===== src/rtl/ysyx_22040759_store_buf_if.sv =====
// Store-buffer bus bundle: MEM-stage store/load side plus the AXI write-master side.
// The master modport is the core/write-master side, and the slave modport is the buffer.
interface ysyx_22040759_store_buf_if #(
  parameter int unsigned ADDR_W = 64,
  parameter int unsigned DATA_W = 64
);
  logic              st_valid_i;
  logic [ADDR_W-1:0] st_addr_i;
  logic [2:0]        st_size_i;
  logic [DATA_W-1:0] st_data_i;
  logic              st_ready_o;
  logic              wr_addr_valid_o;
  logic [ADDR_W-1:0] wr_addr_o;
  logic [2:0]        wr_size_o;
  logic [DATA_W-1:0] wr_data_o;
  logic              wr_data_valid_i;
  logic [ADDR_W-1:0] ld_addr_i;
  logic              ld_conflict_o;
  logic              sb_empty_o;

  modport master (
    output st_valid_i, st_addr_i, st_size_i, st_data_i, wr_data_valid_i, ld_addr_i,
    input  st_ready_o, wr_addr_valid_o, wr_addr_o, wr_size_o, wr_data_o, ld_conflict_o, sb_empty_o
  );

  modport slave (
    input  st_valid_i, st_addr_i, st_size_i, st_data_i, wr_data_valid_i, ld_addr_i,
    output st_ready_o, wr_addr_valid_o, wr_addr_o, wr_size_o, wr_data_o, ld_conflict_o, sb_empty_o
  );
endinterface


===== src/rtl/ysyx_22040759_store_buf.sv =====
// In-order store buffer: queues MEM-stage stores and drains them one at a time to the
// AXI write master; flags loads that hit a pending store doubleword.
module ysyx_22040759_store_buf #(
  parameter int unsigned DEPTH  = 4,
  parameter int unsigned ADDR_W = 64,
  parameter int unsigned DATA_W = 64
) (
  input logic                    clk,
  input logic                    rst_n,
  ysyx_22040759_store_buf_if.slave bus
);
  localparam int unsigned PTR_W = (DEPTH > 1) ? $clog2(DEPTH) : 1;
  localparam int unsigned CNT_W = PTR_W + 1;

  typedef enum logic [1:0] {
    IDLE = 2'd0,
    REQ  = 2'd1,
    WAIT = 2'd2
  } state_t;

  state_t            state;
  logic [PTR_W-1:0]  head;
  logic [PTR_W-1:0]  tail;
  logic [CNT_W-1:0]  count;

  logic [ADDR_W-1:0] addr_q [DEPTH];
  logic [2:0]        size_q [DEPTH];
  logic [DATA_W-1:0] data_q [DEPTH];

  logic              full_c;
  logic              push_c;
  logic              pop_c;
  logic [DATA_W-1:0] mask_c;
  logic              conflict_c;
  logic [PTR_W-1:0]  off_c;

  assign full_c = (count == CNT_W'(DEPTH));
  assign push_c = bus.st_valid_i && !full_c;
  assign pop_c  = (state == WAIT) && bus.wr_data_valid_i;

  // Size-dependent data mask applied at push time
  always_comb begin
    mask_c = '1;
    case (bus.st_size_i)
      3'd0:    mask_c = DATA_W'(64'h0000_0000_0000_00FF);
      3'd1:    mask_c = DATA_W'(64'h0000_0000_0000_FFFF);
      3'd2:    mask_c = DATA_W'(64'h0000_0000_FFFF_FFFF);
      default: mask_c = '1;
    endcase
  end

  // Entry storage carries no reset; validity comes from head/count
  always_ff @(posedge clk) begin
    if (push_c) begin
      addr_q[tail] <= bus.st_addr_i;
      size_q[tail] <= bus.st_size_i;
      data_q[tail] <= bus.st_data_i & mask_c;
    end
  end

  // Pointers, occupancy and drain FSM
  always_ff @(posedge clk) begin
    if (!rst_n) begin
      head  <= '0;
      tail  <= '0;
      count <= '0;
      state <= IDLE;
    end else begin
      if (push_c) tail <= tail + PTR_W'(1);
      if (pop_c)  head <= head + PTR_W'(1);
      case ({push_c, pop_c})
        2'b10:   count <= count + CNT_W'(1);
        2'b01:   count <= count - CNT_W'(1);
        default: count <= count;
      endcase
      case (state)
        IDLE:    if (count != '0) state <= REQ;
        REQ:     state <= WAIT;
        WAIT:    if (bus.wr_data_valid_i) state <= IDLE;
        default: state <= IDLE;
      endcase
    end
  end

  // Doubleword overlap against every occupied slot, in-flight head included
  always_comb begin
    conflict_c = 1'b0;
    off_c      = '0;
    for (int i = 0; i < DEPTH; i++) begin
      off_c = PTR_W'(i) - head;
      if (({1'b0, off_c} < count) && (((addr_q[i] ^ bus.ld_addr_i) >> 3) == '0))
        conflict_c = 1'b1;
    end
  end

  assign bus.st_ready_o      = !full_c;
  assign bus.wr_addr_valid_o = (state == REQ);
  assign bus.wr_addr_o       = addr_q[head];
  assign bus.wr_size_o       = size_q[head];
  assign bus.wr_data_o       = data_q[head];
  assign bus.ld_conflict_o   = conflict_c;
  assign bus.sb_empty_o      = (count == '0) && (state == IDLE);
endmodule


===== src/flat_wrapper.sv =====
// flat-port wrapper written by rule: the top's interface ports become plain ports
module ysyx_22040759_store_buf_flat 
#(
  parameter int unsigned DEPTH  = 4,
  parameter int unsigned ADDR_W = 64,
  parameter int unsigned DATA_W = 64
)
  (clk, rst_n, bus_st_valid_i, bus_st_addr_i, bus_st_size_i, bus_st_data_i, bus_wr_data_valid_i, bus_ld_addr_i, bus_st_ready_o, bus_wr_addr_valid_o, bus_wr_addr_o, bus_wr_size_o, bus_wr_data_o, bus_ld_conflict_o, bus_sb_empty_o);
  ysyx_22040759_store_buf_if #(.ADDR_W(ADDR_W), .DATA_W(DATA_W)) bus_i ();
  input logic clk;
  input logic rst_n;
  input wire logic [$bits(bus_i.st_valid_i)-1:0] bus_st_valid_i;
  input wire logic [$bits(bus_i.st_addr_i)-1:0] bus_st_addr_i;
  input wire logic [$bits(bus_i.st_size_i)-1:0] bus_st_size_i;
  input wire logic [$bits(bus_i.st_data_i)-1:0] bus_st_data_i;
  input wire logic [$bits(bus_i.wr_data_valid_i)-1:0] bus_wr_data_valid_i;
  input wire logic [$bits(bus_i.ld_addr_i)-1:0] bus_ld_addr_i;
  output wire logic [$bits(bus_i.st_ready_o)-1:0] bus_st_ready_o;
  output wire logic [$bits(bus_i.wr_addr_valid_o)-1:0] bus_wr_addr_valid_o;
  output wire logic [$bits(bus_i.wr_addr_o)-1:0] bus_wr_addr_o;
  output wire logic [$bits(bus_i.wr_size_o)-1:0] bus_wr_size_o;
  output wire logic [$bits(bus_i.wr_data_o)-1:0] bus_wr_data_o;
  output wire logic [$bits(bus_i.ld_conflict_o)-1:0] bus_ld_conflict_o;
  output wire logic [$bits(bus_i.sb_empty_o)-1:0] bus_sb_empty_o;
  assign bus_i.st_valid_i = bus_st_valid_i;
  assign bus_i.st_addr_i = bus_st_addr_i;
  assign bus_i.st_size_i = bus_st_size_i;
  assign bus_i.st_data_i = bus_st_data_i;
  assign bus_i.wr_data_valid_i = bus_wr_data_valid_i;
  assign bus_i.ld_addr_i = bus_ld_addr_i;
  assign bus_st_ready_o = bus_i.st_ready_o;
  assign bus_wr_addr_valid_o = bus_i.wr_addr_valid_o;
  assign bus_wr_addr_o = bus_i.wr_addr_o;
  assign bus_wr_size_o = bus_i.wr_size_o;
  assign bus_wr_data_o = bus_i.wr_data_o;
  assign bus_ld_conflict_o = bus_i.ld_conflict_o;
  assign bus_sb_empty_o = bus_i.sb_empty_o;
  ysyx_22040759_store_buf #(.DEPTH(DEPTH), .ADDR_W(ADDR_W), .DATA_W(DATA_W)) u_core (.clk(clk), .rst_n(rst_n), .bus(bus_i));
endmodule

===== config.mk =====
export PLATFORM = sky130hd
export DESIGN_NAME = ysyx_22040759_store_buf_flat
export DESIGN_NICKNAME = d
export VERILOG_FILES = /design/src/rtl/ysyx_22040759_store_buf_if.sv /design/src/rtl/ysyx_22040759_store_buf.sv /design/src/flat_wrapper.sv
export SDC_FILE = /design/constraint.sdc
export NUM_CORES = 1
export LEC_CHECK = 0
export CAP_MARGIN = 30
export CELL_PAD_IN_SITES_DETAIL_PLACEMENT = 1
export CELL_PAD_IN_SITES_GLOBAL_PLACEMENT = 1
export CORE_UTILIZATION = 32
export CTS_BUF_LIST = sky130_fd_sc_hd__clkbuf_8 sky130_fd_sc_hd__clkbuf_16
export CTS_CLUSTER_DIAMETER = 30
export CTS_CLUSTER_SIZE = 25
export DETAILED_ROUTE_END_ITERATION = 12
export PLACE_DENSITY = 0.64
export SYNTH_ARGS = -nofsm -noshare
export SYNTH_HDL_FRONTEND = slang
export SYNTH_SLANG_ARGS = --single-unit
export TNS_END_PERCENT = 5

===== constraint.sdc =====
create_clock -name clk -period 5.1 [get_ports clk]
set_clock_uncertainty 0.05 [all_clocks]
set_input_delay 1.02 -clock clk [delete_from_list [all_inputs] [get_ports clk]]
set_output_delay 1.02 -clock clk [all_outputs]
set_load 0.005 [all_outputs]

-- Yosys cells after proc, flatten, opt, wreduce, memory -nomap -nowiden
Memory sizes are Yosys's and may differ from the RTL's. A register that Yosys moved wholly into a read port is not among the register bits.
Index checks and enable logic that the tools add are counted.
Widths: inputs -> output; s select.
- flip-flop bits (word level): 9
- bits in latches: 0
- bits in writable memories: 524
- bits in read-only memories: 0
- logic and storage cells: 68
- memories: 3
- memories (memory ; words ; width ; rd ports ; clocked after memory_dff ; wr ports ; RTL line ; source):
    u_core.addr_q ; 4 ; 64 ; 5 ; 1 ; 1 ; ysyx_22040759_store_buf.sv:26 ; logic [ADDR_W-1:0] addr_q [DEPTH];
    u_core.data_q ; 4 ; 64 ; 1 ; 1 ; 1 ; ysyx_22040759_store_buf.sv:28 ; logic [DATA_W-1:0] data_q [DEPTH];
    u_core.size_q ; 4 ; 3 ; 1 ; 1 ; 1 ; ysyx_22040759_store_buf.sv:27 ; logic [2:0] size_q [DEPTH];
- $add $sub $neg: 8
- multiply operators: 0
- div/mod/pow operators: 0
- $lt $le $gt $ge: 4
- equality and inequality tests: 9
- shift operators: 0
- multiplexer cells: 17
- bitwise gates (word level): 5
- reduce and logical (&&, ||, !) cells: 18
- operators with widths (operator ; number):
    $logic_not 64->1 ; 4
    $xor 64x64->64 ; 4
    $pmux 64 s3 ; 1
    $and 64x64->64 ; 1
    $mux 2 ; 8
    $lt 2x3->1 ; 4
    $logic_and 1x1->1 ; 7
    $logic_not 3->1 ; 2
    $mux 1 ; 6
    $pmux 2 s3 ; 1
    $pmux 3 s2 ; 1
    $add 2x1->2 const B ; 2
    $eq 2x1->1 const B ; 2
    $eq 2x2->1 const B ; 2
    $sub 1x2->2 const A ; 2
    $sub 2x2->2 const A ; 2
    $add 3x1->3 const B ; 1
    $eq 3x1->1 const B ; 1
    $eq 3x2->1 const B ; 1
    $eq 3x3->1 const B ; 1
    $reduce_bool 3->1 ; 1
    $sub 3x1->3 const B ; 1
    $logic_not 2->1 ; 1
    $ne 2x1->1 const B ; 1
    4 further kinds ; 4

-- Longest topological paths before layout
Gate-level depths: netlist of the first run.
- depth after elaboration: 7
- depth in mapped cells: 10
- depth with buffers taken out: 10

-- Worst setup path before layout of the first run
OpenSTA, ideal clock, no wires.
- path type: input to register
- start: input bus_st_valid_i
- end: memory u_core.addr_q[0][0] (enable)
- arrival time: 4.069 ns
- slack: 0.474 ns
- stages on the path: 1
- cells stage by stage: and3_1
- word-level cells in the longest chain between the ends: 3
- ends and longest elaborated chain (what ; RTL line ; source):
    start, declared ; flat_wrapper.sv:12 ; input wire logic [$bits(bus_i.st_valid_i)-1:0] bus_st_valid_i;
    $logic_and 1x1->1 ; ysyx_22040759_store_buf.sv:38 ; assign push_c = bus.st_valid_i && !full_c;
    $mux 1 ; ysyx_22040759_store_buf.sv:54 ; if (push_c) begin
    $mux 1 (implied by the code) ; ysyx_22040759_store_buf.sv:55 ; addr_q[tail] <= bus.st_addr_i;
    end, declared ; ysyx_22040759_store_buf.sv:26 ;
No other way between the ends.

-- Final worst setup path of the first run
- start: input bus_ld_addr_i[45]
- end: output bus_ld_conflict_o
- word-level cells in the longest chain between the ends: 7
- elaborated cells between the ends (all ways): 16
- those cells by class: mux: 4; bitwise: 4; reduce/logical: 8
- ends and longest elaborated chain (what ; RTL line ; source):
    start, declared ; flat_wrapper.sv:17 ; input wire logic [$bits(bus_i.ld_addr_i)-1:0] bus_ld_addr_i;
    $xor 64x64->64 ; ysyx_22040759_store_buf.sv:91 ; if (({1'b0, off_c} < count) && (((addr_q[i] ^ bus.ld_addr_i) >> 3) == '0))
    $logic_not 64->1 ; ysyx_22040759_store_buf.sv:91 ;
    $logic_and 1x1->1 ; ysyx_22040759_store_buf.sv:91 ;
    $mux 1 (3 in a row) ; ysyx_22040759_store_buf.sv:91 ;
    $mux 1 (*) ; ysyx_22040759_store_buf.sv:91 ;
    end, declared ; flat_wrapper.sv:23 ; output wire logic [$bits(bus_i.ld_conflict_o)-1:0] bus_ld_conflict_o;
Every way passes the cells marked *; elsewhere a longest branch is shown, timed or not.

==> results.cfg, run 1 <==
[status]
status = complete, no violations

[place]
io_buffers = 330
dp_hpwl_mm = 47.22
gp_congestion = 0.8748

[synthesis]
syn-instance-count = 1163
synth.mux.area_fraction = 0.1302
synth_top_cell_by_area = edfxtp_1
syn_nets = 1372
yosysTopAreaCellShare = 0.6942
synthAdderAreaFrac = 0.005851
syn-cell-area_um2 = 22670
ys_top_cells_by_area = edfxtp_1 69%, mux4_2 13%, xor2_1 5.1%
async_flop_share = 0
synth_compound_area_frac = 0.004140
synth_warnings = 0
synthesis.area_per_instance_um2 = 19.49
ys_ff_latch = 535
synth-main-ff-cell = edfxtp_1
synth_top_family_by_area = multiplexers
synthSimpleGateAreaFrac = 0.04499
synth_edf_count = 524
synthXorXnorAreaFrac = 0.09786
yosysUniqueCellTypes = 34
ys_seq_area_frac = 0.7039

[worst_setup_path]
critPathLaunchType = input pin
critPathKind = in2out
crit_path_max_incr_delay_ns = 0.53
arrival_ns = 3.77
crit_buf_inv = 2
worstSetupEndpointType = output pin
crit_chain = clkdlybuf4s50_1, xnor2_1, nand4_1, nor4_1, o2111ai_1, nor4_1, or4_1, clkdlybuf4s50_1
critical-path-top-delay-family = buffers and inverters
worstPathRequired_ns = 4.03
cp_max_fo = 4
crit_slowest_cell = clkdlybuf4s50_1
reg2reg_slack_ns = 2.54

[drt]
drtPass1Iterations = 6
wl_per_cell_um = 25.59
finalWirelength_mm = 68.00
vias = 12710
detail-route-antenna-nets = 0
drcViolationCount = 0
drt_first_iter_violations = 877
via_per_inst = 4.783

[grt]
gr-total-overflow = 0
grt_usage = 0.1883
grt_pass1_vias = 14000
grt_max_degree = 72
antenna_found_initial = 13
grt_pass1_wl_mm = 95.85

[clock_network]
cts_setup_buffers = 0
root_buffer = clkbuf_16
cts_resized = 0
clk_path_buf_depth = 3
clock_latency_ns = 0.64
tritoncts = yes
ctsHoldBuffers = 0
clkTransAtPathRegs_ns = 0.04
cts_buffers = 117
numClockSinks = 535
htree_levels = 3

[sta]
fin_tns_setup_ns = 0
worstMarginPinSlew_ns = 0.9593
final-setup-viol-count = 0
finalHoldViolations = 0
rsz0062_at_grt = false
finalMaxSlewViolations = 0
fmax_ghz = 0.2066
layout_min_cycle_time_ns = 4.840
fin_crit_sh = 0.9491
relSlewSlack = 0.3605

[layout]
drive_above_1_share = 0.2162
area_delta_synth_final_pct = 38.71
fin_nets = 1822
final_cell_mix = 524 x edfxtp_1, 330 x clkdlybuf4s50_1, 132 x xor2_1, 131 x mux4_2, 119 x clkbuf_16
final_common_cell = edfxtp_1
fin_util = 0.4490

[job]
maxCapViolations = 0

[floorplanning]
die_y_um = 268.2
core-area_um2 = 70030
die_w_um = 268.2
dieArea_um2 = 71910
num_io_pins = 334
start_util = 0.3237
core.rowCount = 97

[min_path]
hold_path_class = reg2reg

[pwr]
ir_drop_uv = 342.0
p_per_area_nw_per_um2 = 447.7
leakagePower_uw = 0.01038
synthesized netlist by cell type, drive strengths merged (6+ instances only):
master	instances
edfxtp	524
mux4	131
dfxtp	11
xor2	132
ha	9
inv	8
and2	6
nor2b	57
xnor2	117
buf	38
and3	6
nor4	42
a21oi	6
nand4	36
clkbuf	11
path summary, 6_finish.rpt:
path,from,to,cells past startpoint
max,bus_ld_addr_i[45],bus_ld_conflict_o,8
min,u_core.tail[1],u_core.tail[1],2
max reg2reg,u_core.count[2],u_core.count[2],9
min reg2reg,u_core.tail[1],u_core.tail[1],2
power by group:
part | internal [uW] | leakage, uW | total, uW | switching (uW)
Combinational | 701 | 0.00345 | 1360 | 655
Clock | 5140 | 0.00201 | 7500 | 2350
Sequential | 5120 | 0.00493 | 5230 | 110
Total | 11000 | 0.0104 | 14100 | 3120
final cells by class:
type,count,area [um^2]
Timing Repair Buffer,380,3814
Inverter,8,30.03
Tap cell,940,1176
Clock inverter,98,1022
Fill cell,6668,38580
Sequential cell,535,15960
Multi-Input combinational cell,571,6446
Antenna cell,6,15.01
Clock buffer,119,2978
per-stage QoR:
step	power, uW	std cells	hold slack (ns)	setup slack [ns]	cell area, um^2
after floorplan	5862	1163	0.4264	0.4744	22670
after global placement	6641	2432	0.4485	0.2558	27400
after detailed placement	6675	2434	0.4736	0.2813	27430
after CTS	14240	2651	0.4795	0.2672	31430
after global routing	14510	2652	0.5406	0.1097	31430
final	14080	2657	0.4728	0.2597	31440
flip-flops by register name, summed over array words and instances, names as in the netlist, named ones only:
register	count
u_core.addr_q	256
u_core.data_q	256
u_core.size_q	12
u_core.count	3
u_core.head	2
u_core.state	2
u_core.tail	2
metal layers:
layer / global-route usage / vias to the layer above / share of wire
met4: 0.06811 / 14 / 0.028
met3: 0.06130 / 98 / 0.081
met5: 0 / - / 0.0012
met2: 0.3219 / 434 / 0.50
li1: - / 5597 / -
met1: 0.2206 / 6565 / 0.39
worst register-to-register path, stage by stage (launching register included):
cell	delay, ns
dfxtp_1	0.56
nand3_1	0.29
and2_1	0.28
inv_1	0.09
ha_1	0.18
inv_1	0.06
fa_1	0.37
xor2_1	0.16
or3_1	0.30
a21boi_0	0.16
logic make-up (layout without fill, tap and decap cells):
kind of cell / count (synthesis) / in the layout
muxes: 131 / 131
and+or+nand+nor: 165 / 165
adders and majority gates: 10 / 10
xor gates and xnor gates: 249 / 249
DFF: 535 / 535
buffers and inverters: 57 / 605
other: 0 / 6
AOI/OAI and AO/OA: 16 / 16
Power figures use the tool's default switching activity.
==> run 2, diff against run 1 <==
- ABC_AREA: default -> 1
- PLACE_DENSITY: 0.64 -> 0.68
- SLEW_MARGIN: default -> 20
- clock period: 5.1 -> 4.7 ns (I/O delays scaled with it)
==> results.cfg, run 2 <==
[drt]
detail-route-antenna-nets = 0
drt_first_iter_violations = 928
drcViolationCount = 0
vias = 18200
finalWirelength_mm = 76.30
drtPass1Iterations = 4
via_per_inst = 4.854
wl_per_cell_um = 20.35

[pwr]
leakagePower_uw = 0.01256
ir_drop_uv = 327.6
p_per_area_nw_per_um2 = 501.6

[layout]
instances_no_fill = 3749
final_cell_mix = 524 x edfxtp_1, 410 x nand2_1, 391 x nor2_1, 330 x clkdlybuf4s50_1, 250 x o21ai_0
final_area_um2 = 32950
fin_nets = 2881
top_regs = u_core.addr_q x256, u_core.data_q x256, u_core.size_q x12
drive_above_1_share = 0.09337
final_common_cell = edfxtp_1
area_delta_synth_final_pct = 35.78

[sta]
relSlewSlack = 0.3760
fin_crit_sh = 0.9223
finalHoldViolations = 0
hold_ws_ns = 0.4928
finalMaxSlewViolations = 0
worstMarginPinSlew_ns = 0.9350
final-setup-viol-count = 0
fmax_ghz = 0.2307
layout_min_cycle_time_ns = 4.335
rsz0062_at_grt = false

[grt]
grt_max_degree = 171
gr-total-overflow = 0
antenna_found_initial = 12
grt_usage = 0.1976
grt_pass1_vias = 20430
grt_pass1_wl_mm = 116.0

[clock_network]
clock_latency_ns = 0.67
tritoncts = yes
cts_resized = 0
numClockSinks = 535
cts_setup_buffers = 0
htree_levels = 4
clk_path_buf_depth = 3
root_buffer = clkbuf_16
cts_buffers = 130
ctsHoldBuffers = 0
clkTransAtPathRegs_ns = 0.04

[floorplanning]
start_util = 0.3249
die_y_um = 277.4
dieArea_um2 = 76940
core.rowCount = 100
core-area_um2 = 74700
num_io_pins = 334
die_w_um = 277.4

[place]
io_buffers = 330
numPlacedInstances = 3508
postPlaceCellArea_um2 = 28600
gp_congestion = 0.8377
dp_hpwl_mm = 47.38

[worst_setup_path]
worstSetupEndpointType = output pin
crit_buf_inv = 4
crit_start = bus_ld_addr_i[8]
critical-path-top-delay-family = buffers and inverters
critPathKind = in2out
worstPathRequired_ns = 3.71
cp_max_fo = 5
arrival_ns = 3.35
crit_path_max_incr_delay_ns = 0.58
rr_startpoint = u_core.count[0]
critPathLaunchType = input pin
crit_chain = clkdlybuf4s50_1, inv_2, nand2_1, nand2_1, nor2_1, nand2_1, nor2_1, nand2_1, nor2_1, nand3_1, nand2_1, inv_1, nand2_1, clkdlybuf4s50_1
worst_path_most_repeated_cell = nand2_1
crit_slowest_cell = clkdlybuf4s50_1

[synthesis]
synth-main-ff-cell = edfxtp_1
syn_nets = 2509
ys_seq_area_frac = 0.6575
syn-cell-area_um2 = 24270
synth_top_cell_by_area = edfxtp_1
ys_ff_latch = 535
ys_top_cells_by_area = edfxtp_1 65%, nand2_1 6.3%, nor2_1 6.1%
synth_top_cells_by_count = 524 x edfxtp_1, 410 x nand2_1, 396 x nor2_1, 250 x o21ai_0, 171 x inv_1
yosysTopAreaCellShare = 0.6484
synth_edf_count = 524
yosysUniqueCellTypes = 32
yosysMostFrequentCell = edfxtp_1
syn-instance-count = 2300
async_flop_share = 0
synthesis.area_per_instance_um2 = 10.55
synth_warnings = 0

[min_path]
hp-start = u_core.tail[1]
hold_path_class = reg2reg

[status]
status = complete, no violations

[job]
maxCapViolations = 0
==> run 2: final cells by class <==
class / count / area, um^2
diodes: 6 / 15.01
clock buffers: 137 / 3406
clock inverters: 97 / 900.9
fillers: 8024 / 41750
inverters: 206 / 783.3
multi-input cells: 1446 / 7037
flip-flops and latches: 535 / 15960
well taps: 969 / 1212
repair buffers: 353 / 3633
==> run 2: cells by family (layout without fill, tap and decap cells) <==
logic type,after synthesis,after routing,share of synthesized area
simple gates,853,853,0.1357
fa+ha+maj,10,10,0.005465
flops,535,535,0.6575
buf+inv,319,793,0.05408
xor+xnor,139,139,0.05017
compound gates,444,444,0.09713
other cells,0,6,0
==> run 2: worst reg2reg max path: stages (launching register included) <==
cell and delay, ns:
dfxtp_1 0.37, nor2_1 0.12, nand2_1 0.08, nand2_1 0.42, ha_1 0.24, inv_1 0.07, fa_1 0.38, a21oi_1 0.16
o21ai_0 0.12, o21ai_0 0.16, a21oi_1 0.06
==> run 2: path summary, 6_finish.rpt <==
| check | cells past startpoint | end | slack [ns] |
|---|---|---|---|
| setup / recovery | 14 | bus_ld_conflict_o | 0.36 |
| hold / removal | 2 | u_core.tail[1] | 0.49 |
| hold reg to reg | 2 | u_core.tail[1] | 0.49 |
| setup reg to reg | 10 | u_core.count[2] | 2.35 |
==> run 2: per-layer routing <==
layer	track usage	wire length, um	up-vias
met4	0.07422	1736	10
met1	0.2203	30350	8999
met3	0.06511	5456	136
met2	0.3479	38710	465
li1	-	-	8586
met5	0	53	-
==> run 2: report_power, final <==
part	internal (uW)	switching [uW]
combinational	963	1200
sequential	5540	120
clock	5990	2720
total	12500	4040
==> run 2: stage by stage <==
step                setup WS [ns]  TNS [ns]    util  total power, uW
CTS                        0.3213         0  0.4406            16730
global route               0.2335         0  0.4410            17130
detailed placement         0.3271         0  0.3829             7907
global placement           0.3812         0  0.3829             7826
floorplan                 -0.3586   -187.90       -             6695
finish                     0.3650         0  0.4411            16530
==> run 3, diff against run 2 <==
- ABC_AREA: 1 -> default
- CTS_BUF_LIST: sky130_fd_sc_hd__clkbuf_8 sky130_fd_sc_hd__clkbuf_16 -> sky130_fd_sc_hd__clkbuf_4 sky130_fd_sc_hd__clkbuf_8
- PLACE_DENSITY: 0.68 -> 0.64
==> results.cfg, run 3 (synthesis results as in run 1) <==
[clock_network]
root_buffer = clkbuf_8
clkTransAtPathRegs_ns = 0.04
clk_path_buf_depth = 3
cts_buffers = 131
numClockSinks = 535
tritoncts = yes
htree_levels = 4
clock_latency_ns = 0.75

[worst_setup_path]
r2r_cells = 10
critPathLaunchType = input pin
worstPathRequired_ns = 3.71
worstSetupEndpointType = output pin
cp_max_fo = 2
rr_endpoint = u_core.count[2]
reg2reg_slack_ns = 2.13
arrival_ns = 3.62
rr_startpoint = u_core.count[1]
critPathKind = in2out
timing.critical_path.to = bus_ld_conflict_o
crit_start = bus_ld_addr_i[58]

[drt]
drtPass1Iterations = 4
drt_first_iter_violations = 783
finalWirelength_mm = 67.57
wl_per_cell_um = 24.91
via_per_inst = 4.732
drcViolationCount = 0
detail-route-antenna-nets = 0
vias = 12840

[grt]
antenna_found_initial = 12
grt_pass1_vias = 14330
grt_pass1_wl_mm = 95.63
gr-total-overflow = 0
grt_max_degree = 69
grt_usage = 0.1892

[floorplanning]
die_y_um = 268.2
core-area_um2 = 70030
num_io_pins = 334
start_util = 0.3237
die_w_um = 268.2
core.rowCount = 97
dieArea_um2 = 71910

[sta]
fmax_ghz = 0.2169
finalMaxSlewViolations = 0
layout_min_cycle_time_ns = 4.611
relSlewSlack = 0.4072
finalHoldViolations = 0
worstMarginPinSlew_ns = 0.8883
rsz0062_at_grt = false
fin_tns_setup_ns = 0
final-setup-viol-count = 0
fin_crit_sh = 0.9811

[layout]
fin_util = 0.4385
top_regs = u_core.addr_q x256, u_core.data_q x256, u_core.size_q x12
area_delta_synth_final_pct = 35.47
final_common_cell = edfxtp_1
final_cell_mix = 524 x edfxtp_1, 330 x clkdlybuf4s50_1, 140 x clkbuf_8, 132 x xor2_1, 131 x mux4_2
nFillCells = 6797
fin_nets = 1872
drive_above_1_share = 0.2558

[pwr]
leakagePower_uw = 0.01006
total_power_uw = 13300
p_per_area_nw_per_um2 = 433.2
ir_drop_uv = 264.3

[place]
gp_congestion = 0.8422
io_buffers = 330
dp_hpwl_mm = 47.34

[status]
status = complete, no violations

[min_path]
hold_path_class = reg2reg
worstHoldPathCells = 2

[job]
maxCapViolations = 0
run 3: cell types whose count changed in the layout (fill, tap and decap cells not counted), moves of 38 or more:
cell / before / now
a21oi_1: 76 / 5
buf_4: 11 / 72
clkbuf_16: 135 / 0
clkbuf_8: 2 / 140
inv_1: 193 / 8
mux4_2: 0 / 131
nand2_1: 410 / 4
nor2_1: 391 / 2
nor2b_1: 0 / 57
nor4_1: 1 / 39
o21ai_0: 250 / 5
o22ai_1: 102 / 0
xor2_1: 28 / 132
run 3: critical path: stages:
cell             delay, ns
clkdlybuf4s50_1       0.62
xnor2_1               0.17
buf_4                 0.15
nand4_1               0.11
nor4_2                0.29
buf_4                 0.18
nand4_1               0.11
nor4_1                0.28
or4_1                 0.22
clkdlybuf4s50_1       0.52
run 3: worst min-delay path by stage:
stage / from / endpoint
final: u_core.tail[1] / u_core.tail[1]
after global routing: u_core.tail[1] / u_core.tail[1]
after CTS: u_core.tail[1] / u_core.tail[1]
after detailed placement: u_core.tail[1] / u_core.tail[1]
after global placement: u_core.tail[1] / u_core.tail[1]
after floorplan: u_core.tail[1] / u_core.tail[1]
run 3: timing repair:
item	CTS	global route
hold buffers	0	0
setup buffers	0	0
endpoints found under the setup margin	0	1
resized for setup	0	4
run 3: per-stage QoR:
step / hold WS [ns] / instances / worst slack [ns] / instance area, um^2
after floorplan: 0.4264 / 1163 / 0.1544 / 22670
after CTS: 0.4820 / 2707 / 0.05531 / 30670
after global routing: 0.5258 / 2707 / 0.01004 / 30690
after global placement: 0.4467 / 2469 / 0.1091 / 27720
final: 0.4744 / 2713 / 0.08905 / 30710
after detailed placement: 0.4761 / 2470 / 0.06498 / 27740
run 3: final cells by class:
cell class,count,area (um^2),area share
Antenna cell,6,15.01,0.0004889
Clock buffer,168,2137,0.06959
Clock inverter,69,792.0,0.02579
Inverter,8,30.03,0.0009779
Multi-Input combinational cell,571,6476,0.2109
Sequential cell,535,15960,0.5198
Tap cell,940,1176,0.03830
Timing Repair Buffer,416,4119,0.1341
run 3: layer usage:
layer | GRT usage | wire length, um | part of all wire | up-vias
li1 | - | - | - | 5684
met1 | 0.2161 | 25960 | 0.38 | 6581
met2 | 0.3182 | 34020 | 0.50 | 435
met3 | 0.07514 | 5738 | 0.085 | 125
met4 | 0.07120 | 1776 | 0.026 | 12
met5 | 0 | 72 | 0.0011 | -
run 3: power breakdown:
part	switching [uW]	internal, uW
Clock	2280	3870
Sequential	113	5540
Combinational	710	786
Total	3100	10200
